### config.mk
export PLATFORM = sky130hd
export DESIGN_NAME = spi_slave_if
export DESIGN_NICKNAME = d
export VERILOG_FILES = /design/src/rtl/spi_slave_if.sv
export SDC_FILE = /design/constraint.sdc
export NUM_CORES = 1
export LEC_CHECK = 0
export ABC_AREA = 1
export CAP_MARGIN = 10
export CORE_ASPECT_RATIO = 0.8
export CORE_MARGIN = 5
export CORE_UTILIZATION = 25
export DETAILED_ROUTE_END_ITERATION = 8
export GPL_TIMING_DRIVEN = 0
export PLACE_DENSITY = 0.53
export SYNTH_ARGS = -nofsm -noshare
export SYNTH_HDL_FRONTEND = slang
export SYNTH_SLANG_ARGS = --single-unit
### constraint.sdc
create_clock -name clk -period 1.3 [get_ports clk]
set_input_delay 0.26 -clock clk [delete_from_list [all_inputs] [get_ports clk]]
set_output_delay 0.26 -clock clk [all_outputs]
set_load 0.02 [all_outputs]
### src/rtl/spi_slave_if.sv
// SPI mode-0 responder: oversamples SCK/CS_N/MOSI in the clk domain, shifts FRAME_W-bit frames MSB first.
// Optional overrun/underrun flag enabled by defining SPI_SLV_OVERRUN_EN.
module spi_slave_if #(
    parameter int FRAME_W     = 41,
    parameter int SYNC_STAGES = 2
) (
    input  logic               clk,
    input  logic               rst_n,
    input  logic               sck,
    input  logic               cs_n,
    input  logic               mosi,
    output logic               miso,
    input  logic [FRAME_W-1:0] tx_data,
    input  logic               tx_valid,
    output logic               tx_ready,
    output logic [FRAME_W-1:0] rx_data,
    output logic               rx_valid,
    input  logic               rx_ack,
    output logic               busy,
    output logic               ovr,
    input  logic               ovr_clr,
    output logic [2:0]         state_dbg
);
    localparam int CNT_W = $clog2(FRAME_W + 1);

    // Handshake: tx_data is captured on any clk edge where tx_valid && tx_ready.
    // rx_valid is a level; rx_ack pulses clear it, a completed frame sets it (set wins).
    typedef enum logic [2:0] {IDLE, LOAD, SHIFT, DONE, HOLD} state_t;

    state_t state_q, state_d;
    logic [SYNC_STAGES-1:0] sck_sync_q, sck_sync_d;
    logic [SYNC_STAGES-1:0] cs_sync_q, cs_sync_d;
    logic [SYNC_STAGES-1:0] mosi_sync_q, mosi_sync_d;
    logic sck_prev_q, sck_prev_d, cs_prev_q, cs_prev_d;
    logic [FRAME_W-1:0] shadow_q, shadow_d, shift_tx_q, shift_tx_d, shift_rx_q, shift_rx_d;
    logic [FRAME_W-1:0] rx_data_q, rx_data_d;
    logic shadow_full_q, shadow_full_d, rx_valid_q, rx_valid_d;
    logic miso_q, miso_d, busy_q, busy_d, ovr_q, ovr_d;
    logic [CNT_W-1:0] bit_cnt_q, bit_cnt_d;
    logic sck_s, cs_s, mosi_s, sck_rise, sck_fall, cs_fall, accept, ovr_set;

    assign sck_s    = sck_sync_q[SYNC_STAGES-1];
    assign cs_s     = cs_sync_q[SYNC_STAGES-1];
    assign mosi_s   = mosi_sync_q[SYNC_STAGES-1];
    assign sck_rise = sck_s & ~sck_prev_q;
    assign sck_fall = ~sck_s & sck_prev_q;
    assign cs_fall  = ~cs_s & cs_prev_q;
    assign accept   = tx_valid & ~shadow_full_q;

    always_comb begin
        state_d       = state_q;
        sck_sync_d    = {sck_sync_q[SYNC_STAGES-2:0], sck};
        cs_sync_d     = {cs_sync_q[SYNC_STAGES-2:0], cs_n};
        mosi_sync_d   = {mosi_sync_q[SYNC_STAGES-2:0], mosi};
        sck_prev_d    = sck_s;
        cs_prev_d     = cs_s;
        shadow_d      = shadow_q;
        shadow_full_d = shadow_full_q;
        shift_tx_d    = shift_tx_q;
        shift_rx_d    = shift_rx_q;
        rx_data_d     = rx_data_q;
        rx_valid_d    = rx_valid_q;
        miso_d        = miso_q;
        bit_cnt_d     = bit_cnt_q;
        ovr_set       = 1'b0;

        if (accept) begin
            shadow_d      = tx_data;
            shadow_full_d = 1'b1;
        end
        if (rx_ack) rx_valid_d = 1'b0;

        case (state_q)
            IDLE: begin
                miso_d = 1'b0;
                if (cs_fall) state_d = LOAD;
            end
            LOAD: begin
                // An empty shadow sends an all-zero frame; a word accepted this cycle waits for the next frame.
                shift_tx_d    = shadow_full_q ? shadow_q : '0;
                shadow_full_d = accept;
                ovr_set       = ~shadow_full_q;
                miso_d        = shift_tx_d[FRAME_W-1];
                bit_cnt_d     = '0;
                state_d       = cs_s ? IDLE : SHIFT;
            end
            SHIFT: begin
                if (cs_s) begin
                    miso_d  = 1'b0;
                    state_d = IDLE;
                end else if (sck_rise) begin
                    shift_rx_d = {shift_rx_q[FRAME_W-2:0], mosi_s};
                    bit_cnt_d  = bit_cnt_q + 1'b1;
                    if (bit_cnt_d == CNT_W'(FRAME_W)) begin
                        miso_d  = 1'b0;
                        state_d = DONE;
                    end
                end else if (sck_fall) begin
                    shift_tx_d = shift_tx_q << 1;
                    miso_d     = shift_tx_d[FRAME_W-1];
                end
            end
            DONE: begin
                rx_data_d  = shift_rx_q;
                rx_valid_d = 1'b1;
                ovr_set    = rx_valid_q;
                miso_d     = 1'b0;
                state_d    = cs_s ? IDLE : HOLD;
            end
            HOLD: begin
                miso_d = 1'b0;
                if (cs_s) state_d = IDLE;
            end
            default: state_d = IDLE;
        endcase

        busy_d = (state_d == SHIFT) || (state_d == DONE) || (state_d == HOLD);
`ifdef SPI_SLV_OVERRUN_EN
        ovr_d = ovr_set ? 1'b1 : (ovr_clr ? 1'b0 : ovr_q);
`else
        ovr_d = 1'b0;
`endif
    end

`ifndef SPI_SLV_OVERRUN_EN
    logic unused_ovr;
    assign unused_ovr = ovr_clr | ovr_set | ovr_q;
`endif

    always_ff @(posedge clk or negedge rst_n) begin
        if (!rst_n) begin
            state_q       <= IDLE;
            sck_sync_q    <= '0;
            cs_sync_q     <= '1;
            mosi_sync_q   <= '0;
            sck_prev_q    <= 1'b0;
            cs_prev_q     <= 1'b1;
            shadow_q      <= '0;
            shadow_full_q <= 1'b0;
            shift_tx_q    <= '0;
            shift_rx_q    <= '0;
            rx_data_q     <= '0;
            rx_valid_q    <= 1'b0;
            miso_q        <= 1'b0;
            busy_q        <= 1'b0;
            ovr_q         <= 1'b0;
            bit_cnt_q     <= '0;
        end else begin
            state_q       <= state_d;
            sck_sync_q    <= sck_sync_d;
            cs_sync_q     <= cs_sync_d;
            mosi_sync_q   <= mosi_sync_d;
            sck_prev_q    <= sck_prev_d;
            cs_prev_q     <= cs_prev_d;
            shadow_q      <= shadow_d;
            shadow_full_q <= shadow_full_d;
            shift_tx_q    <= shift_tx_d;
            shift_rx_q    <= shift_rx_d;
            rx_data_q     <= rx_data_d;
            rx_valid_q    <= rx_valid_d;
            miso_q        <= miso_d;
            busy_q        <= busy_d;
            ovr_q         <= ovr_d;
            bit_cnt_q     <= bit_cnt_d;
        end
    end

    assign miso      = miso_q;
    assign tx_ready  = ~shadow_full_q;
    assign rx_data   = rx_data_q;
    assign rx_valid  = rx_valid_q;
    assign busy      = busy_q;
    assign ovr       = ovr_q;
    assign state_dbg = state_q;
endmodule

==> flow_summary.json <==
{
  "status": "complete, but fails checks",
  "failed_checks": "negative hold slack, negative setup slack",
  "grt_max_degree": 111,
  "row_count": 56,
  "clock.fmax_mhz": 659,
  "syn_to_final_growth_pct": 31.7,
  "drt_pass1_iterations": 4,
  "portBuffers": 95,
  "die_y_um": 163,
  "gr-total-overflow": 0,
  "setup_viol": 93,
  "clock_path_buffers": 2,
  "crit_arrival_ns": 1.87,
  "whs_ns": -0.216,
  "die_x_um": 202,
  "skew_ns": 0.0104,
  "antenna_cells": 0,
  "hpwl_um": 11800,
  "timing.final.crit_share_pct": 117,
  "io_pins": 98,
  "ir_drop_uv": 975,
  "tightestPinTransition_ns": 0.615,
  "synth.yosys.seq_area_share_pct": 62.8,
  "synthCells": 788,
  "routed_via_density": 4.20,
  "clock-sinks": 184,
  "p_leak_uw": 0.00451,
  "finalHoldViolCount": 74,
  "htree_levels": 4,
  "power.density_nw_per_um2": 1690,
  "gp_congestion": 0.742,
  "fin_nets": 974,
  "crit_path_max_fanout": 10,
  "vias": 5513,
  "drt_iter0_drc": 273,
  "min_path_type": "in -> async",
  "relSlewSlack_pct": 59.0,
  "place_ws_ns": -0.415,
  "synth_area_um2": 7340,
  "drc": 0,
  "grt_antenna_before_repair": 0,
  "wl_per_cell_um": 13.3,
  "slew_viol_final": 0,
  "core_um2": 29100,
  "synthesis.nets": 839,
  "worst_slack_ns": -0.217,
  "start_util_pct": 25.2,
  "clkLatencyLatePin_ns": 0.43,
  "cp.required_ns": 1.65,
  "ant_nets": 0,
  "utilization_pct": 33.2,
  "fill_cells": 3029,
  "drv_cap": 0,
  "design_area_um2": 9660,
  "synth_cell_types": 30,
  "grt_pass1_wl_um": 28800,
  "cts_root_buf": "clkbuf_16",
  "rsz0062_at_grt": "yes",
  "setup_tns_ns": -14.55,
  "drive_above_1_share_pct": 18.5,
  "routed_wl_um": 17500,
  "synth.avg_cell_area_um2": 9.31,
  "grt_pass1_vias": 5478,
  "ys_seq_elements": 184,
  "grt_usage_pct": 10.8,
  "cts_buffers": 17,
  "cts.clk_slew.worst_paths_ns": 0.06,
  "fin_crit_ns": 1.52,
  "dpl_cell_area_um2": 8860,
  "crit_type": "reg -> reg",
  "cts_tree": "built",
  "cp-end-kind": "register",
  "worst_setup_path_start_kind": "register",
  "yosys_warnings": 0,
  "die_area_um2": 32900
}
[cell type report]
type                            count  area (µm²)  area share, %
Timing Repair Buffer              116         976           10.1
Inverter                          132         503           5.20
Clock inverter                      8         120           1.24
Multi-Input combinational cell    431        2100           21.7
Buffer                             41         410           4.25
Tap cell                          377         472           4.88
Sequential cell                   184        4610           47.7
Clock buffer                       24         472           4.88
[repair_timing]
| action | CTS | global route |
|---|---|---|
| hold endpoints to repair | 74 | 74 |
| gates resized for setup | 271 | 66 |
| setup endpoints to repair | 220 | 179 |
| gates cloned | 0 | 1 |
| pin swaps | 2 | 4 |
| setup buffers | 7 | 12 |
[cells in the final DEF (no fill, tap or decap), types with 3 or more instances in the layout]
cell and n:
a21oi_1 41, a22oi_1 3, buf_2 41, buf_4 30, buf_6 16, buf_8 9
bufinv_16 3, clkbuf_1 5, clkbuf_16 17, clkbuf_4 6, clkbuf_8 8, clkdlybuf4s50_1 46
clkinv_2 3, dfrtp_1 177, dfrtp_2 4, dfstp_2 3, inv_1 125, inv_2 4
inv_4 3, mux2_2 6, nand2_1 144, nand2_2 5, nand3_1 8, nor2_1 45
o21ai_0 89, o21ai_1 37, o22ai_1 35
[through the flow]
step | hold WS (ns) | instances | power [µW]
6_report | -0.216 | 1313 | 16300
5_1_grt | -0.174 | 1313 | 17300
4_1_cts | -0.201 | 1300 | 16400
3_5_place_dp | 0.274 | 1261 | 10900
3_3_place_gp | 0.336 | 1260 | 10800
2_1_floorplan | -0.0356 | 788 | 9790
[path summary, 6_finish.rpt]
check	from	depth (start not counted)	endpoint	slack, ns
max in group asynchronous	rst_n	2	shadow_full_q$_DFFE_PN0P_	0.48
worst max register to register	state_dbg[0]$_DFF_PN0_	9	shift_tx_q[21]$_DFFE_PN0P_	-0.22
min in group clk	cs_n	1	cs_sync_q[0]$_DFF_PN1_	0.25
worst max-delay path	state_dbg[0]$_DFF_PN0_	9	shift_tx_q[21]$_DFFE_PN0P_	-0.22
worst min register to register	mosi_sync_q[0]$_DFF_PN0_	0	mosi_sync_q[1]$_DFF_PN0_	0.35
worst min-delay path	rst_n	1	rx_data[2]$_DFFE_PN0P_	-0.22
[state kept, by name, indices dropped and copies added, names as in the netlist]
signal         flops
shadow_full_q      1
bit_cnt_q          6
rx_valid           1
cs_prev_q          1
busy               1
sck_sync_q         2
shift_tx_q        40
sck_prev_q         1
miso               1
rx_data           41
mosi_sync_q        2
cs_sync_q          2
state_dbg          3
shadow_q          41
shift_rx_q        41
[worst max-delay path: stages, from the launching register on]
cell and delay, ns:
dfrtp_2 0.43, nor2_2 0.12, nand2_2 0.11, inv_4 0.10, nand2_2 0.07, a21oi_4 0.16, buf_12 0.17, buf_8 0.14
nand2_1 0.06, o21ai_1 0.08
[metal layers]
layer	wire, µm	share of wire, %	GRT usage (%)	up-vias
met1	9160	52	15.7	2620
li1	-	-	-	2773
met4	200	1.1	3.17	0
met2	7380	42	16.0	103
met3	727	4.2	2.76	17
met5	0	0	0	-
[cells in the mapped netlist, drive strengths merged]
cell type	instances	area, µm²
a21oi	44	231
a22oi	4	30.0
buf	20	103
clkbuf	21	78.8
conb	1	3.75
dfrtp	181	4530
dfstp	3	78.8
ha	2	25.0
inv	132	495
mux2	6	67.6
nand2	150	566
nand3	9	50.1
nand4	2	12.5
nor2	46	175
nor3	1	5.00
nor4	1	6.26
o21ai	126	631
o21bai	1	7.51
o22ai	35	219
o31ai	1	7.51
or2	1	6.26
xor2	1	8.76
[power by group]
group | total, µW | leakage, µW | switching, µW | internal [µW]
clock network | 5290 | 0.000284 | 2160 | 3120
registers | 7430 | 0.00236 | 403 | 7020
logic | 3580 | 0.00186 | 2100 | 1480
[cell families (layout without fill, tap and decap cells)]
group,Yosys count,in the layout,share of synthesized area [%]
muxes,6,6,0.921
adders and majority gates,2,2,0.341
xor gates and xnor gates,1,1,0.119
other,1,1,0.0511
buffers and inverters,173,321,9.23
AOI/OAI and AO/OA,211,211,15.3
DFF,184,184,62.8
and+or+nand+nor,210,210,11.2
No activity file was read; power rests on OpenSTA's default activity.
